==> src/rtl/uart_rx_frame_ctrl.sv <==
`default_nettype none
// ============================================================================
// uart_rx_frame_ctrl : UART receive frame FSM (start, 8 data, parity, stop)
// Revision 1.0
// ============================================================================
module uart_rx_frame_ctrl #(
    parameter int DATA_W     = 8,
    parameter int PRESCALE_W = 6
) (
    input  logic                  clk,
    input  logic                  rstn,
    input  logic                  rx_in,
    input  logic [PRESCALE_W-1:0] prescale,
    input  logic                  par_en,
    input  logic                  par_typ,
    input  logic [PRESCALE_W-1:0] edge_count,
    input  logic [3:0]            bit_count,
    input  logic                  sampled_bit,
    output logic                  cnt_enable,
    output logic                  samp_enable,
    output logic [DATA_W-1:0]     p_data,
    output logic                  data_valid,
    output logic                  par_err,
    output logic                  stp_err,
    output logic                  busy
);

    typedef enum logic [2:0] {
        S_IDLE   = 3'd0,
        S_START  = 3'd1,
        S_DATA   = 3'd2,
        S_PARITY = 3'd3,
        S_STOP   = 3'd4
    } state_t;

    localparam logic [3:0] C_LAST_DATA_BIT = 4'(DATA_W);

    state_t              r_state;
    logic [DATA_W-1:0]   r_shift;
    logic                r_par_en;
    logic                r_par_typ;
    logic                r_par_mismatch;
    logic                w_bit_end;
    logic                w_par_expected;

    assign w_bit_end      = (r_state != S_IDLE) && (edge_count == prescale - PRESCALE_W'(1));
    assign w_par_expected = (^r_shift) ^ r_par_typ;

    // Enables and busy are registered alongside the state so they track it exactly.
    always_ff @(posedge clk or negedge rstn) begin
        if (!rstn) begin
            r_state        <= S_IDLE;
            r_shift        <= '0;
            r_par_en       <= 1'b0;
            r_par_typ      <= 1'b0;
            r_par_mismatch <= 1'b0;
            cnt_enable     <= 1'b0;
            samp_enable    <= 1'b0;
            busy           <= 1'b0;
            p_data         <= '0;
            data_valid     <= 1'b0;
            par_err        <= 1'b0;
            stp_err        <= 1'b0;
        end else begin
            data_valid <= 1'b0;
            par_err    <= 1'b0;
            stp_err    <= 1'b0;
            case (r_state)
                S_IDLE: begin
                    if (!rx_in) begin
                        r_state        <= S_START;
                        r_par_en       <= par_en;
                        r_par_typ      <= par_typ;
                        r_par_mismatch <= 1'b0;
                        cnt_enable     <= 1'b1;
                        samp_enable    <= 1'b1;
                        busy           <= 1'b1;
                    end
                end
                S_START: begin
                    if (w_bit_end) begin
                        if (!sampled_bit) begin
                            r_state <= S_DATA;
                        end else begin
                            r_state     <= S_IDLE;
                            cnt_enable  <= 1'b0;
                            samp_enable <= 1'b0;
                            busy        <= 1'b0;
                        end
                    end
                end
                S_DATA: begin
                    if (w_bit_end) begin
                        // LSB arrives first, so shift right and insert at the top.
                        r_shift <= {sampled_bit, r_shift[DATA_W-1:1]};
                        if (bit_count == C_LAST_DATA_BIT) begin
                            r_state <= r_par_en ? S_PARITY : S_STOP;
                        end
                    end
                end
                S_PARITY: begin
                    if (w_bit_end) begin
                        r_par_mismatch <= (sampled_bit != w_par_expected);
                        r_state        <= S_STOP;
                    end
                end
                S_STOP: begin
                    if (w_bit_end) begin
                        r_state     <= S_IDLE;
                        cnt_enable  <= 1'b0;
                        samp_enable <= 1'b0;
                        busy        <= 1'b0;
                        if (!r_par_mismatch && sampled_bit) begin
                            p_data     <= r_shift;
                            data_valid <= 1'b1;
                        end else begin
                            par_err <= r_par_mismatch;
                            stp_err <= ~sampled_bit;
                        end
                    end
                end
                default: begin
                    r_state     <= S_IDLE;
                    cnt_enable  <= 1'b0;
                    samp_enable <= 1'b0;
                    busy        <= 1'b0;
                end
            endcase
        end
    end

endmodule
`default_nettype wire

==> config.mk <==
export PLATFORM = sky130hd
export DESIGN_NAME = uart_rx_frame_ctrl
export DESIGN_NICKNAME = d
export VERILOG_FILES = /design/src/rtl/uart_rx_frame_ctrl.sv
export SDC_FILE = /design/constraint.sdc
export NUM_CORES = 1
export LEC_CHECK = 0
export ABC_AREA = 1
export CAP_MARGIN = 10
export CORE_ASPECT_RATIO = 0.75
export CORE_MARGIN = 1
export CORE_UTILIZATION = 27
export DETAILED_ROUTE_END_ITERATION = 10
export PLACE_DENSITY_LB_ADDON = 0.15
export SLEW_MARGIN = 20
export SYNTH_ARGS = -nofsm -noshare
export SYNTH_HDL_FRONTEND = slang
export SYNTH_SLANG_ARGS = --single-unit
export TNS_END_PERCENT = 1
==> constraint.sdc <==
create_clock -name clk -period 2.3 [get_ports clk]
set_input_delay 0.46 -clock clk [delete_from_list [all_inputs] [get_ports clk]]
set_output_delay 0.46 -clock clk [all_outputs]
set_load 0.03 [all_outputs]
-- After elaboration in Yosys (flattened, before gate mapping)
Cells that the tools add are included.
- equal/unequal tests: 14
- muxes and demuxes: 26
- $add $sub $neg: 1
- reductions and logical operators: 14
- bitwise gates (word level): 4
- operators by type and width (kind ; count):
    $mux W3 ; 7
    $mux W1 ; 15
    $pmux W3 S5 ; 1
    $ne A2 B2 Y1 const B ; 7
    $reduce_xor A8 Y1 ; 1
    $eq A3 B2 Y1 const B ; 2
    $eq A6 B6 Y1 ; 1
    $reduce_and A3 Y1 ; 2
    $reduce_and A6 Y1 ; 1
    $sub A6 B1 Y6 const B ; 1
    $reduce_and A5 Y1 ; 1
    $eq A4 B4 Y1 const B ; 1
    $pmux W1 S4 ; 1
    $reduce_and A2 Y1 ; 2
    $eq A3 B1 Y1 const B ; 1
    $eq A3 B3 Y1 const B ; 1
    $logic_not A3 Y1 ; 1
    $not A1 Y1 ; 3
    $reduce_bool A3 Y1 ; 1
    $logic_and A1 B1 Y1 ; 2
    $mux W2 ; 1
    $pmux W1 S2 ; 1
    $reduce_bool A2 Y1 ; 1
    $reduce_or A2 Y1 ; 1
    other kinds (3) ; 3
- register bits after elaboration: 26
- logic and storage cells: 69
- input port bits: 22

-- Logic depth before layout (Yosys ltp)
Gate-level depths: netlist of run 1.
- depth after elaboration: 5
- gate-level depth with buffers: 14
- mapped depth without buffers: 13

-- Least setup slack after synthesis of run 1
No wires, ideal clock.
- path type: input to register
- start point: input prescale[1]
- end point: register p_data[7]
- library setup time: 0.117 ns
- stages: 13
- buffers on the path: 1
- data arrival time: 1.724 ns
- slack: 0.459 ns
- cell sequence: inv_1 > ha_1 > inv_1 > nand2_1 > nand2_1 > nand3_1 > nor2_2 > nand3_4 > inv_4 > nand2_4 > buf_6 > o21ai_1 > inv_1
- longest elaborated chain between the ends: 4
- RTL lines (what ; line ; RTL):
    start: declaration ; 13 ; input logic [PRESCALE_W-1:0] prescale,
    $sub A6 B1 Y6 ; 46 ; assign w_bit_end = (r_state != S_IDLE) && (edge_count == prescale - PRESCALE_W'(1));
    $eq A6 B6 Y1 ; 46 ;
    $logic_and A1 B1 Y1 ; 46 ;
    $reduce_and A3 Y1 (no source line) ; n/a ;
    end signal: assignment ; 114 ; p_data <= r_shift;
    end: declaration ; 21 ; output logic [DATA_W-1:0] p_data,
No other way between the ends.
A chain may end at the register's enable or synchronous reset.

-- Worst setup path after layout of run 1
- start point: input prescale[0]
- end point: register p_data[5]
Same word-level chain as after synthesis.

==> impl_metrics.env, run 1 <==
export IMPL_grt_pass1_vias=1148
export IMPL_critPathLaunchType="input pin"
export IMPL_drc=0
export IMPL_synthSimpleGateAreaFrac_pct=29.3
export IMPL_ys_seq_area_share_pct=41.6
export IMPL_hold_start="r_par_typ"
export IMPL_vdd_drop_max_uv=190
export IMPL_outcome="complete, no violations"
export IMPL_initial_core_util_pct=28.6
export IMPL_vias=1300
export IMPL_grtUsageTotal_pct=11.2
export IMPL_synthAdderAreaFrac_pct=0.799
export IMPL_synth_compound_area_share_pct=8.71
export IMPL_synth_seq_cells=26
export IMPL_synth_xor_area_share_pct=5.60
export IMPL_hpwl_mm=2.41
export IMPL_hold_path_class="flip-flop to flip-flop"
export IMPL_drive_above_1_share_pct=11.1
export IMPL_worst_slew_pin_slew_ps=366
export IMPL_worstSetupPathType="input pin to flip-flop"
export IMPL_hold_viol_final=0
export IMPL_cts_tree="yes"
export IMPL_grt_pass1_wl_mm=5.33
export IMPL_syn_to_final_growth_pct=33.0
export IMPL_coreArea_um2=5470
export IMPL_setup_viol=0
export IMPL_clockBufferDepth=2
export IMPL_drv_cap=0
export IMPL_final_max_slew_viol_count=0
export IMPL_path_max_fanout=16
export IMPL_syn_area_per_cell_um2=7.38
export IMPL_final_common_cell="nand2_1"
export IMPL_grt_max_degree=27
export IMPL_fin_nets=277
export IMPL_routed_wl_mm=3.09
export IMPL_period_minus_slack_ps=2110
export IMPL_cts_buffers=3
export IMPL_antenna_found_initial=0
export IMPL_fin_crit_sh_pct=91.9
export IMPL_rsz0062_at_grt="no"
export IMPL_yosysWarnings=0
export IMPL_drtAntennaViolNets=0
export IMPL_syn_num_nets=235
export IMPL_timing_fmax_mhz=473
export IMPL_post_cts_setup_buffers=0
export IMPL_slew_limit_headroom_pct=75.5
export IMPL_io_buffers=35
export IMPL_nFillCells=588
export IMPL_total_power_mw=1.54
export IMPL_r2r_start="r_state[1]"
export IMPL_pin_count=36
export IMPL_crit_arrival_ps=2280
export IMPL_power_leakage_nw=1.07
export IMPL_postLayoutCoreUtil_pct=38.1
export IMPL_die_area_um2=6110
export IMPL_avgViaCountPerCell=3.96
export IMPL_ys_types=27
export IMPL_crit_start="prescale[0]"
export IMPL_insertedDiodeCount=0
export IMPL_cts_hold_buf=0
export IMPL_reg2reg_slack_ps=720
export IMPL_final_cells=328
export IMPL_holdPathStages=2
export IMPL_rr_endpoint="p_data[5]"
export IMPL_holdPathEnd="r_par_typ"
export IMPL_power_density_nw_per_um2=740
export IMPL_synth_area_mux_share_pct=0
export IMPL_rows=23
export IMPL_grt_ovfl_total=0
export IMPL_cts_num_sinks=26
export IMPL_clock_skew_ps=3.62
export IMPL_cts_htree_levels=1
export IMPL_dp_cells=324
export IMPL_reg_largest_list="p_data: 8 flops, r_shift: 8 flops, r_state: 3 flops"
export IMPL_cp_data_required_time_ps=2470
export IMPL_drt_pass1_iterations=5
export IMPL_mappedNetlistArea_um2=1570
export IMPL_path_clk_slew_ps=90
export IMPL_synthCells=212
export IMPL_layout_common_cells="59 x nand2_1, 45 x inv_1, 35 x clkdlybuf4s50_1, 26 x dfrtp_1, 14 x nor2_1"
export IMPL_die_h_um=67.9
export IMPL_wl_per_cell_um=9.43
export IMPL_drt_iter0_drc=97
export IMPL_end_kind="flip-flop"
export IMPL_die_width_um=89.9
export IMPL_cts_root_buf="clkbuf_8"
export IMPL_r2r_cells=9
export IMPL_gp_routability_congestion=0.817
export IMPL_hold_ws_ps=506
export IMPL_synth_top_family_by_area="simple AND/OR/NAND/NOR gates"
export IMPL_clk_latency_ps=270
==> logic make-up (layout without fill, tap and decap cells) <==
kind of cell / Yosys count / in the layout
DFF: 26 / 26
buffers and inverters: 52 / 93
and+or+nand+nor: 101 / 101
xor gates and xnor gates: 10 / 10
adders and majority gates: 1 / 1
AOI/OAI and AO/OA: 22 / 22
==> metrics by stage <==
| stage | worst slack, ps | setup TNS (ps) | area (um^2) |
|---|---|---|---|
| 2_1_floorplan | 459 | 0 | 1570 |
| 3_3_place_gp | -155 | -1900 | 2020 |
| 3_5_place_dp | -185 | -2080 | 2020 |
| 4_1_cts | 110 | 0 | 2070 |
| 5_1_grt | 2.57 | 0 | 2080 |
| 6_report | 187 | 0 | 2080 |
==> critical path, stage by stage <==
cell	delay (ps)
clkdlybuf4s50_1	490
inv_2	40
ha_1	300
inv_1	60
nand2_1	40
nand2_1	60
nand3_1	80
nor2_2	170
nand3_4	140
inv_4	110
nand2_4	110
o21ai_1	160
inv_1	50
==> cells in the mapped netlist <==
master / number / share of area [%]
nand2_1: 59 / 14
inv_1: 45 / 11
dfrtp_1: 26 / 42
nor2_1: 14 / 3.4
o21ai_1: 12 / 3.8
nand3_1: 9 / 2.9
xnor2_1: 6 / 3.4
nand4_1: 5 / 2.0
a21oi_2: 4 / 2.2
nor3_1: 4 / 1.3
o21ai_0: 4 / 1.3
xor2_1: 4 / 2.2
nand2_2: 3 / 1.2
buf_4: 2 / 0.96
buf_6: 2 / 1.4
inv_2: 2 / 0.48
a21oi_1: 1 / 0.32
a21oi_4: 1 / 1.0
ha_1: 1 / 0.80
inv_4: 1 / 0.40
nand2_4: 1 / 0.72
nand3_2: 1 / 0.64
nand3_4: 1 / 1.1
nor2_2: 1 / 0.40
nor2_4: 1 / 0.72
nor4_1: 1 / 0.40
or2_2: 1 / 0.40
==> cell type report <==
class	count	area, um^2	area share [%]
clock buffer	4	55.1	2.64
inverter	48	183	8.77
multi-input combinational	134	704	33.8
sequential	26	651	31.2
tap	75	93.8	4.51
timing repair buffer	41	395	19.0
==> power by group <==
part	switching [mW]	leakage, nW	internal [mW]
clock network	0.142	0.0288	0.153
logic	0.375	0.741	0.270
registers	0.0693	0.297	0.531
==> what timing repair did <==
item	in CTS	in global routing
endpoints found under the setup margin	0	7
resized for setup	0	2
endpoints found under the hold margin	0	0
==> layer usage <==
metal	wire, um	vias to the layer above	global-route usage (%)
met5	0	-	0
met4	32	0	3.63
met3	124	2	2.78
met2	1170	28	16.1
met1	1770	545	16.3
li1	-	725	-
==> how the worst max path moves through the flow <==
stage / endpoint / slack, ps / cells past startpoint
floorplan: p_data[7] / 460 / 13
global placement: r_shift[1] / -150 / 13
detailed placement: r_shift[3] / -180 / 13
CTS: r_shift[3] / 110 / 13
global route: p_data[5] / 3 / 13
finish: p_data[5] / 190 / 13
Note: power is estimated with default switching activity, not from simulation.
==> run 2, diff against run 1 <==
clock period = 1.9 ns   (was 2.3 ns; I/O delays follow)
==> run 2 against run 1 <==
Design area up 11%. Worst setup slack worse by 57 ps. Die area did not move. Clock power rose by 55%. Register-to-register slack worse by 460 ps. Clock skew is 4.5 ps higher. Utilization grew 4.1 points. Combinational power up 31%. Sequential power increased by 23%. Critical path depth shrank 2. Largest cell class unchanged.
==> impl_metrics.env, run 2 (synthesis results as in run 1) <==
export IMPL_outcome="complete, no violations"
export IMPL_crit_start="prescale[3]"
export IMPL_nFillCells=549
export IMPL_setup_viol=0
export IMPL_cts_num_sinks=26
export IMPL_reg2reg_slack_ps=260
export IMPL_worstSetupPathType="input pin to flip-flop"
export IMPL_hold_path_class="input pin to asynchronous set/reset pin"
export IMPL_power_density_nw_per_um2=885
export IMPL_period_minus_slack_ps=1770
export IMPL_regArea_um2=651
export IMPL_cts_hold_buf=0
export IMPL_drv_cap=0
export IMPL_die_h_um=67.9
export IMPL_drt_pass1_iterations=4
export IMPL_avgViaCountPerCell=4.08
export IMPL_reg_largest_list="p_data: 8 flops, r_shift: 8 flops, r_state: 3 flops"
export IMPL_layout_common_cells="57 x nand2_1, 44 x inv_1, 32 x clkdlybuf4s50_1, 26 x dfrtp_1, 11 x buf_4"
export IMPL_seqPwrFrac_pct=36.2
export IMPL_slew_limit_headroom_pct=69.0
export IMPL_drive_above_1_share_pct=21.5
export IMPL_timing_fmax_mhz=565
export IMPL_grt_pass1_wl_mm=5.82
export IMPL_drtAntennaViolNets=0
export IMPL_fin_nets=284
export IMPL_routed_wl_mm=3.42
export IMPL_grt_max_degree=27
export IMPL_fin_tns_setup_ps=0
export IMPL_path_max_fanout=8
export IMPL_io_buffers=35
export IMPL_cts_htree_levels=1
export IMPL_total_power_mw=2.04
export IMPL_hold_ws_ps=476
export IMPL_initial_core_util_pct=28.6
export IMPL_drc=0
export IMPL_r2r_start="r_state[1]"
export IMPL_clockBufferDepth=2
export IMPL_switchingPower_mw=0.762
export IMPL_drt_iter0_drc=65
export IMPL_coreArea_um2=5470
export IMPL_worstSetupEndpoint="p_data[1]"
export IMPL_cts_tree="yes"
export IMPL_power_leakage_nw=1.13
export IMPL_multiInputGateArea_um2=863
export IMPL_vias=1368
export IMPL_cts_root_buf="clkbuf_8"
export IMPL_r2r_cells=8
export IMPL_final_max_slew_viol_count=0
export IMPL_cp_data_required_time_ps=2070
export IMPL_grt_pass1_vias=1202
export IMPL_rows=23
export IMPL_grtUsageTotal_pct=11.9
export IMPL_end_kind="flip-flop"
export IMPL_fin_crit_sh_pct=93.1
export IMPL_clk_latency_ps=270
export IMPL_gp_routability_congestion=0.832
export IMPL_hold_viol_final=0
export IMPL_worst_slew_pin_slew_ps=465
export IMPL_die_width_um=89.9
export IMPL_hpwl_mm=2.52
export IMPL_path_clk_slew_ps=90
export IMPL_insertedDiodeCount=0
export IMPL_die_area_um2=6110
export IMPL_clock_skew_ps=8.11
export IMPL_comb_power_share_pct=41.4
export IMPL_p_clk_share_pct=22.4
export IMPL_critPathLaunchType="input pin"
export IMPL_antenna_found_initial=0
export IMPL_syn_to_final_growth_pct=47.5
export IMPL_rr_endpoint="r_state[1]"
export IMPL_crit_arrival_ps=1940
export IMPL_internal_power_mw=1.28
export IMPL_vdd_drop_max_uv=364
export IMPL_final_common_cell="nand2_1"
export IMPL_wl_per_cell_um=10.2
export IMPL_pin_count=36
export IMPL_cts_buffers=3
export IMPL_switching_share_pct=37.3
export IMPL_grt_ovfl_total=0
## run 2: cell types whose count changed in the layout (fill, tap and decap cells not counted), moves of 4 or more
cell | before | now
nand3_1 | 9 | 5
nor2_1 | 14 | 10
o21ai_2 | 0 | 8
o21ai_1 | 12 | 5
buf_4 | 6 | 11
nand3_2 | 1 | 5
nor2_4 | 1 | 5
## run 2: worst min path at each step
stage,startpoint,slack [ps],to
after floorplan,rstn,80,busy
after global placement,r_par_typ,500,r_par_typ
after detailed placement,r_par_typ,500,r_par_typ
after CTS,rstn,480,busy
after global routing,rstn,500,par_err
final,rstn,480,busy
## run 2: power groups by stage
stage                     clock, mW  combinational (mW)  sequential, mW
after global routing          0.497               0.942           0.751
after global placement            0               0.792           0.738
after floorplan                   0               0.523           0.748
after CTS                     0.477               0.829           0.730
after detailed placement          0               0.786           0.737
final                         0.457               0.846           0.739
## run 2: layer usage
| metal | wire length [um] | part of all wire (%) | up-vias | track usage (%) |
|---|---|---|---|---|
| met3 | 134 | 3.9 | 2 | 3.00 |
| met2 | 1370 | 40 | 28 | 17.5 |
| met4 | 24 | 0.70 | 0 | 1.21 |
| met5 | 0 | 0 | - | 0 |
| met1 | 1890 | 55 | 597 | 18.1 |
| li1 | - | - | 741 | - |
## run 2: layout make-up
cell class / count / area share [%]
Tap cell: 75 / 4.07
Sequential cell: 26 / 28.2
Timing Repair Buffer: 46 / 18.9
Inverter: 48 / 8.35
Clock inverter: 1 / 1.30
Multi-Input combinational cell: 136 / 37.4
Clock buffer: 3 / 1.79
## run 2: critical path, cell delays in order
cell	delay, ps
clkdlybuf4s50_1	460
inv_1	110
nand2_1	80
nand2_1	80
nand2_2	70
a21oi_4	180
nand3_4	170
clkinv_8	140
nand2_8	90
o21ai_2	130
inv_1	40
## run 2: stage by stage
stage / instances / instance area [um^2] / util (%) / setup slack [ps]
floorplan: 212 / 1570 / - / 139
global placement: 328 / 2050 / 37.4 / -483
detailed placement: 328 / 2050 / 37.4 / -517
CTS: 335 / 2230 / 40.9 / 2.66
global route: 335 / 2310 / 42.2 / -19.3
finish: 335 / 2310 / 42.2 / 131
## run 2: repair_timing
item                       CTS  global route
buffers inserted             1             0
cloned                       2             0
hold endpoints to repair     0             0
pin swaps                    3             6
setup endpoints to repair   22            24
resized for setup           20            19
==> run 3, diff against run 2 <==
CAP_MARGIN = 20   (was 10)
CORE_MARGIN = default   (was 1)
==> results of run 3 <==
The final DEF is identical to that of run 2; final timing and power are the same.
